## config.mk

```make
export PLATFORM = sky130hd
export DESIGN_NAME = tile_row_engine
export DESIGN_NICKNAME = d
export VERILOG_FILES = /design/src/rtl/tile_row_engine_pkg.sv /design/src/rtl/tile_lfsr.sv /design/src/rtl/tile_row_engine.sv
export SDC_FILE = /design/constraint.sdc
export NUM_CORES = 1
export LEC_CHECK = 0
export CAP_MARGIN = 10
export CORE_UTILIZATION = 42
export CTS_CLUSTER_SIZE = 30
export DETAILED_ROUTE_END_ITERATION = 8
export PLACE_DENSITY = 0.77
export SLEW_MARGIN = 10
export SYNTH_ARGS = -nofsm -noshare
export SYNTH_HDL_FRONTEND = slang
export SYNTH_SLANG_ARGS = --single-unit
```

## constraint.sdc

```tcl
create_clock -name clock -period 2.9 [get_ports clock]
set_clock_uncertainty 0.15 [all_clocks]
set_input_delay 0.58 -clock clock [delete_from_list [all_inputs] [get_ports clock]]
set_output_delay 0.58 -clock clock [all_outputs]
set_load 0.02 [all_outputs]
```

## src/rtl/tile_row_engine_pkg.sv

```systemverilog
// Shared definitions for the tile-row game engine: game-state encodings and the
// LFSR feedback used by every block that draws pseudo-random lanes.
package tile_row_engine_pkg;

    typedef enum logic [1:0] {
        ST_IDLE = 2'b00,
        ST_RUN  = 2'b01,
        ST_OVER = 2'b10
    } game_state_e;

    localparam logic [15:0] LFSR_TAPS = 16'hB400;

    // Galois form: shift right, fold the taps in when a one falls out of bit 0.
    function automatic logic [15:0] lfsr_next(input logic [15:0] cur);
        return cur[0] ? ((cur >> 1) ^ LFSR_TAPS) : (cur >> 1);
    endfunction

endpackage

```

## src/rtl/tile_lfsr.sv

```systemverilog
// 16-bit Galois LFSR that advances only when step is high; shared with the audio block.
module tile_lfsr
    import tile_row_engine_pkg::*;
#(
    parameter logic [15:0] SEED = 16'hACE1
) (
    input  logic        clock,
    input  logic        reset,
    input  logic        step,
    output logic [15:0] value
);

    always_ff @(posedge clock or posedge reset) begin
        if (reset) begin
            value <= SEED;
        end else if (step) begin
            value <= lfsr_next(value);
        end
    end

endmodule

```

## src/rtl/tile_row_engine.sv

```systemverilog
// Piano-tiles board state: spawns tiles at the top row, shifts them down, judges
// key presses against the hit row, and keeps the score and IDLE/RUN/OVER state.
module tile_row_engine
    import tile_row_engine_pkg::*;
#(
    parameter int          LANES   = 4,
    parameter int          ROWS    = 7,
    parameter int          SCORE_W = 16,
    parameter logic [15:0] SEED    = 16'hACE1,
    localparam int         LW      = $clog2(LANES)
) (
    input  logic                 clock,
    input  logic                 reset,
    input  logic                 start,
    input  logic                 shift,
    input  logic [LANES-1:0]     key,
    output logic [ROWS*LW-1:0]   row_lane,
    output logic [ROWS-1:0]      row_valid,
    output logic                 hit,
    output logic                 wrong,
    output logic                 miss,
    output logic [SCORE_W-1:0]   score,
    output logic [1:0]           state
);

    game_state_e      state_q;
    logic [15:0]      lfsr_value;
    logic [LANES-1:0] lane_onehot;
    logic             in_run;
    logic             judge;
    logic             do_hit;
    logic             do_wrong;
    logic             shift_req;
    logic             do_miss;
    logic             shift_go;
    logic             start_go;
    logic             unused_lfsr_bits;

    assign state = state_q;

    // start, shift and key are single-cycle pulses with no back-pressure: each
    // is acted on in the cycle it is high and its result is registered for the next.
    assign lane_onehot = LANES'(1) << row_lane[LW-1:0];
    assign in_run      = (state_q == ST_RUN);
    assign judge       = in_run && (|key) && row_valid[0];
    assign do_hit      = judge && (key == lane_onehot);
    assign do_wrong    = judge && (key != lane_onehot);
    assign shift_req   = in_run && shift && !do_wrong;
    // A tile hit this cycle is gone before the shift, so it cannot also be missed.
    assign do_miss     = shift_req && row_valid[0] && !do_hit;
    assign shift_go    = shift_req && !do_miss;
    assign start_go    = !in_run && start;

    tile_lfsr #(.SEED(SEED)) u_lfsr (
        .clock (clock),
        .reset (reset),
        .step  (shift_go),
        .value (lfsr_value)
    );

    assign unused_lfsr_bits = ^lfsr_value[15:LW];

    for (genvar r = 0; r < ROWS; r++) begin : g_row
        always_ff @(posedge clock or posedge reset) begin
            if (reset) begin
                row_valid[r]            <= 1'b0;
                row_lane[r*LW +: LW]    <= '0;
            end else if (start_go) begin
                row_valid[r]            <= 1'b0;
            end else if (shift_go) begin
                if (r == ROWS - 1) begin
                    row_valid[r]         <= 1'b1;
                    row_lane[r*LW +: LW] <= lfsr_value[LW-1:0];
                end else begin
                    row_valid[r]         <= row_valid[(r+1) % ROWS];
                    row_lane[r*LW +: LW] <= row_lane[((r+1) % ROWS)*LW +: LW];
                end
            end else if (r == 0 && do_hit) begin
                row_valid[r]            <= 1'b0;
            end
        end
    end

    always_ff @(posedge clock or posedge reset) begin
        if (reset) begin
            state_q <= ST_IDLE;
            score   <= '0;
            hit     <= 1'b0;
            wrong   <= 1'b0;
            miss    <= 1'b0;
        end else begin
            hit   <= 1'b0;
            wrong <= 1'b0;
            miss  <= 1'b0;
            case (state_q)
                ST_IDLE, ST_OVER: begin
                    if (start) begin
                        state_q <= ST_RUN;
                        score   <= '0;
                    end
                end
                ST_RUN: begin
                    if (do_wrong) begin
                        wrong   <= 1'b1;
                        state_q <= ST_OVER;
                    end else begin
                        if (do_hit) begin
                            hit <= 1'b1;
                            if (score != '1) begin
                                score <= score + SCORE_W'(1);
                            end
                        end
                        if (do_miss) begin
                            miss    <= 1'b1;
                            state_q <= ST_OVER;
                        end
                    end
                end
                default: state_q <= ST_IDLE;
            endcase
        end
    end

endmodule

```

* Yosys cells after proc, flatten, opt, wreduce, memory -nomap -nowiden
Index checks and enable logic that the tools add are counted.
** Word-level totals
- Bits in read-only memories :: 0
- Memories :: 0
- Input bits :: 8
- Bits in latches :: 0
- Output and inout port bits :: 42
- Word-level logic and storage cells :: 90
- Bits in registers :: 58
- RAM bits :: 0
** Cells by class
- Reductions and logical operators :: 23
- Order comparisons :: 0
- Shift operators :: 1
- $mul :: 0
- Equality and inequality tests :: 10
- Add/subtract/negate cells :: 1
- Muxes and demuxes :: 33
- Bitwise logic cells :: 2
- Divide/modulo/power cells :: 0
** Operators with widths (count)
- 2-to-1 mux 16 bit :: 5
- case mux 16 bit (2 select lines) :: 1
- 2-to-1 mux 1 bit :: 23
- adder 16 x 1 -> 16 bit (second input constant) :: 1
- != test 16 bit (second input constant) :: 1
- logical AND 1 bit :: 10
- 2-to-1 mux 2 bit :: 3
- AND reduction 5 bit :: 1
- equality test 4 bit :: 1
- logical NOT 1 bit :: 4
- != test 2 x 1 -> 1 bit (second input constant) :: 2
- != test 2 bit (second input constant) :: 2
- != test 4 bit :: 1
- NOT 3 -> 4 bit :: 1
- case mux 2 bit (2 select lines) :: 1
- AND reduction 2 bit :: 2
- nonzero test 2 bit :: 2
- OR reduction 4 bit :: 1
- left shift 1 x 2 -> 4 bit (first input constant) :: 1
- != test 3 x 1 -> 1 bit (second input constant) :: 1
- nonzero test 3 bit :: 1
- equality test 2 x 1 -> 1 bit (second input constant) :: 1
- equality test 2 bit (second input constant) :: 1
- logical NOT 2 bit :: 1
- other kinds (2) :: 2

* Depth between registers and ports, before layout
- Depth in word-level cells :: 12
- Depth in mapped cells :: 7
- Depth with buffers taken out :: 6

* Modules after synthesis
Synthesis repeated with hierarchy kept, for this count alone.
** Unflattened totals
- Cell total of the unflattened synthesis :: 240
- Area, all modules :: 2726.4 um^2
** Modules (own cells, without submodules)
- tile_row_engine :: area an instance 2067.0 um^2, times used 1, seq. area each 1051.0 um^2, cells each 199
- tile_lfsr :: area an instance 659.4 um^2, times used 1, seq. area each 410.4 um^2, cells each 41

* Least setup slack after synthesis
No wires, ideal clock.
- Path type :: input port to flip-flop
- Start point :: in key[1]
- End point :: reg row_lane[0]
- Data required time :: 2.625 ns
- Cell stages on the path :: 5
- Setup time :: 0.125 ns
- Path buffers :: 1
- Arrival time :: 1.898 ns
- Setup slack :: 0.728 ns
- Path through :: nor4b_4 -> a32oi_1 -> a31oi_4 -> buf_2 -> mux2_2
** On the way
- Cells in the longest elaborated chain, start to end :: 11
- Elaborated cells on any way between the ends :: 15
- Classes of those cells :: 2 x eq/ne; 13 x reduce/logical
** Ends and longest elaborated chain
- from (decl) :: RTL line tile_row_engine.sv:16 : input logic [LANES-1:0] key,
- OR reduction 4 bit :: RTL line tile_row_engine.sv:45 : assign judge = in_run && (|key) && row_valid[0];
- logical AND 1 bit (2 in series) :: RTL line tile_row_engine.sv:45
- logical AND 1 bit :: RTL line tile_row_engine.sv:47 : assign do_wrong = judge && (key != lane_onehot);
- logical NOT 1 bit :: RTL line tile_row_engine.sv:48 : assign shift_req = in_run && shift && !do_wrong;
- logical AND 1 bit :: RTL line tile_row_engine.sv:48
- logical AND 1 bit (2 in series) :: RTL line tile_row_engine.sv:50 : assign do_miss = shift_req && row_valid[0] && !do_hit;
- logical NOT 1 bit :: RTL line tile_row_engine.sv:51 : assign shift_go = shift_req && !do_miss;
- logical AND 1 bit * :: RTL line tile_row_engine.sv:51
- AND reduction 2 bit (no line) *
- to (signal, indexed assignment) :: RTL line tile_row_engine.sv:73 : row_lane[r*LW +: LW] <= lfsr_value[LW-1:0];
- to (signal, indexed assignment) :: RTL line tile_row_engine.sv:76 : row_lane[r*LW +: LW] <= row_lane[((r+1) % ROWS)*LW +: LW];
- to (decl) :: RTL line tile_row_engine.sv:17 : output logic [ROWS*LW-1:0] row_lane,
Every way passes the cells marked *; elsewhere a longest branch is shown, timed or not.
A chain may end at the register's enable or synchronous reset.

* Worst setup path in the final report
- Start point :: in key[3]
- End point :: reg score[14]
** On the way
- Cells in the longest elaborated chain, start to end :: 6
- Elaborated cells on any way between the ends :: 10
- Classes of those cells :: 4 x eq/ne; 6 x reduce/logical
** Ends and longest elaborated chain
- OR reduction 4 bit :: RTL line tile_row_engine.sv:45
- logical AND 1 bit (2 in series) :: RTL line tile_row_engine.sv:45
- logical AND 1 bit (on tied branches) :: RTL line tile_row_engine.sv:47, tile_row_engine.sv:46
- != test 2 bit (no line) / != test 2 x 1 -> 1 bit (equally long branches)
- AND reduction 5 bit (no line) *
- to (signal assigned) :: RTL line tile_row_engine.sv:110 : score <= score + SCORE_W'(1);
- to (decl) :: RTL line tile_row_engine.sv:22 : output logic [SCORE_W-1:0] score,
Marked as above.

==> flow_summary.json <==
{
  "cp-endpoint": "score[14]$_DFFE_PP0P_",
  "grt_pass1_wl_um": 9390,
  "synth-seq-cells": 58,
  "setup_viol": 0,
  "drtIter0Drc": 107,
  "io_pins": 50,
  "period_needed_ps": 2590,
  "ys_types": 46,
  "routedWlPerCell_um": 15.2,
  "die_height_um": 82.6,
  "hold_viol_final": 0,
  "synth_area_um2": 2730,
  "drtPass1Iterations": 5,
  "worstReg2RegStart": "score[0]$_DFFE_PP0P_",
  "place_hpwl_um": 3940,
  "yosys.area.top_type": "dfrtp_1",
  "crit_slowest_cell": "o21ai_2",
  "start_util_pct": 43.3,
  "grt_max_degree": 45,
  "cp_cell_sequence": "clkdlybuf4s50_1, nor3_1, a32o_2, o21ai_2, or4_1, a21oi_1",
  "cp_num_cells": 6,
  "remaining_drc_errors": 0,
  "post_drt_via_cell_ratio": 5.62,
  "synth_warnings": 0,
  "cp_max_fo": 24,
  "status": "completed",
  "cts_resized": 0,
  "required_ps": 2950,
  "synthTopCellsByArea": "dfrtp_1 (46%), mux2_2 (11%), dfstp_2 (7.7%)",
  "period_share_pct": 89.2,
  "synth_top_area_share_pct": 45.8,
  "crit_family": "compound AO/OA/AOI/OAI gates",
  "synth_async_sr_flop_share_pct": 100,
  "drv_cap": 0,
  "fmax_mhz": 387,
  "rsz0062_at_grt": "no",
  "path_class": "input port to flop",
  "port_buffers": 49,
  "grt_overflow": 0,
  "grt.total_usage_pct": 18.7,
  "num_rows": 29,
  "path_clk_slew_ps": 60,
  "root_buffer": "clkbuf_8",
  "maxSlewViolCount": 0,
  "endpoint_kind": "flop",
  "vias": 2125,
  "power_w": 0.00315,
  "dieArea_um2": 6830,
  "leakagePower_nw": 1.40,
  "synthCells": 240,
  "fillers": 563,
  "cts_tree": "done",
  "power.density_nw_per_um2": 901,
  "grt_pass1_vias": 2022,
  "antenna_found_initial": 0,
  "crit_path_start_kind": "input port",
  "antenna_cells": 0,
  "synth_enable_flop_cells": 0,
  "die_w_um": 82.6,
  "synth_ff_type": "dfrtp_1",
  "ctsHtreeMaxLevel": 3,
  "arrival_ps": 2630,
  "regToRegSetupSlack_ps": 530,
  "slew_headroom_pct": 42.7,
  "core-area_um2": 6310,
  "hold_path_depth": 1,
  "vdd_drop_max_mv": 0.567,
  "insertion_delay_ps": 330,
  "yosys.cell_count.top_type": "dfrtp_1",
  "min_path_type": "flop to flop",
  "numCtsBuffers": 9,
  "syn-mean-instance-area_um2": 11.4,
  "critPathLaunch": "key[3]",
  "area_delta_synth_final_pct": 27.9,
  "crit_path_max_incr_delay_ps": 690,
  "r2r-end": "score[3]$_DFFE_PP0P_",
  "setup_tns_ps": 0,
  "gp_congestion": 0.782,
  "drive_gt1_share_pct": 20.6,
  "syn_nets": 249,
  "ant_nets": 0,
  "cts_hold_buf": 0,
  "clockBufferDepth": 2,
  "synth_commonest_cells": "dfrtp_1 (50), mux2_2 (27), nand2_1 (24)",
  "wirelength_um": 5750,
  "postCtsSetupBuffers": 0,
  "worst_pin_slew_ps": 860,
  "layout.nets": 305,
  "reg2reg_depth": 7,
  "cts.sink_count": 58,
  "path_buf_inv": 1,
  "synth_seq_area_share_pct": 53.5
}
==> area by class of cell <==
class                      count  area (um^2)  area share (%)
tap                           77         96.3            2.76
multi-input combinational    166         1200            34.2
timing repair buffer          55          561            16.0
sequential                    58         1460            41.8
inverter                       6         22.5           0.645
clock buffer                  13          139            3.98
clock inverter                 3         17.5           0.501
==> stage by stage <==
stage	setup WS [ps]	cell area, um^2	std cells	utilization, %	hold WS, ps
after floorplan	728	2730	240	-	325
after global placement	75.6	3340	362	52.9	334
after detailed placement	7.71	3340	362	52.9	339
after CTS	355	3490	378	55.3	353
after global routing	144	3490	378	55.3	377
final	315	3490	378	55.3	347
==> how the worst min path moves through the flow <==
stage | to | from | slack (ps)
6_report | u_lfsr.value[3]$_DFFE_PP0P_ | u_lfsr.value[4]$_DFFE_PP0P_ | 350
4_1_cts | u_lfsr.value[3]$_DFFE_PP0P_ | u_lfsr.value[4]$_DFFE_PP0P_ | 350
2_1_floorplan | u_lfsr.value[2]$_DFFE_PP0P_ | u_lfsr.value[2]$_DFFE_PP0P_ | 320
3_3_place_gp | u_lfsr.value[3]$_DFFE_PP0P_ | u_lfsr.value[4]$_DFFE_PP0P_ | 330
5_1_grt | u_lfsr.value[8]$_DFFE_PP0P_ | u_lfsr.value[9]$_DFFE_PP0P_ | 380
3_5_place_dp | u_lfsr.value[3]$_DFFE_PP0P_ | u_lfsr.value[4]$_DFFE_PP0P_ | 340
==> flip-flops by register name, indices dropped and copies added (netlist names) <==
name and flops:
score 16, u_lfsr.value 16, row_lane 14, row_valid 7, state 2, hit 1
miss 1, wrong 1
==> metal layers <==
layer	wire length, um	vias to the layer above	global-route usage, %
met4	23	0	6.03
li1	-	1009	-
met1	2520	1051	22.5
met2	2890	63	30.9
met5	0	-	0
met3	318	2	7.14
==> layout by cell type, fill, tap and decap left out, types with 5 or more instances in the layout <==
cell type	Yosys	routed
a21oi_1	17	17
and3_1	5	5
clkbuf_8	0	9
clkdlybuf4s50_1	0	49
dfrtp_1	50	50
dfstp_2	8	8
inv_1	6	5
mux2_2	27	27
nand2_1	24	24
nand3_1	7	7
nor2_1	5	5
o21ai_0	9	9
o31ai_1	12	12
or4_1	11	11
==> where the power goes <==
group	internal [W]	total (W)	switching [W]	leakage, nW
combinational	0.000639	0.00121	0.000567	0.586
clock	0.000308	0.000607	0.000299	0.0774
sequential	0.00112	0.00133	0.000213	0.735
total	0.00207	0.00315	0.00108	1.40
==> kinds of logic after synthesis <==
kind of cell / after synthesis / share of synthesized area (%)
and+or+nand+nor: 79 / 17.2
DFF: 58 / 53.5
AOI/OAI and AO/OA: 54 / 13.3
muxes: 29 / 11.9
buffers and inverters: 16 / 2.70
xor gates and xnor gates: 3 / 0.962
adders and majority gates: 1 / 0.458
Note: power is estimated with default switching activity, not from simulation.
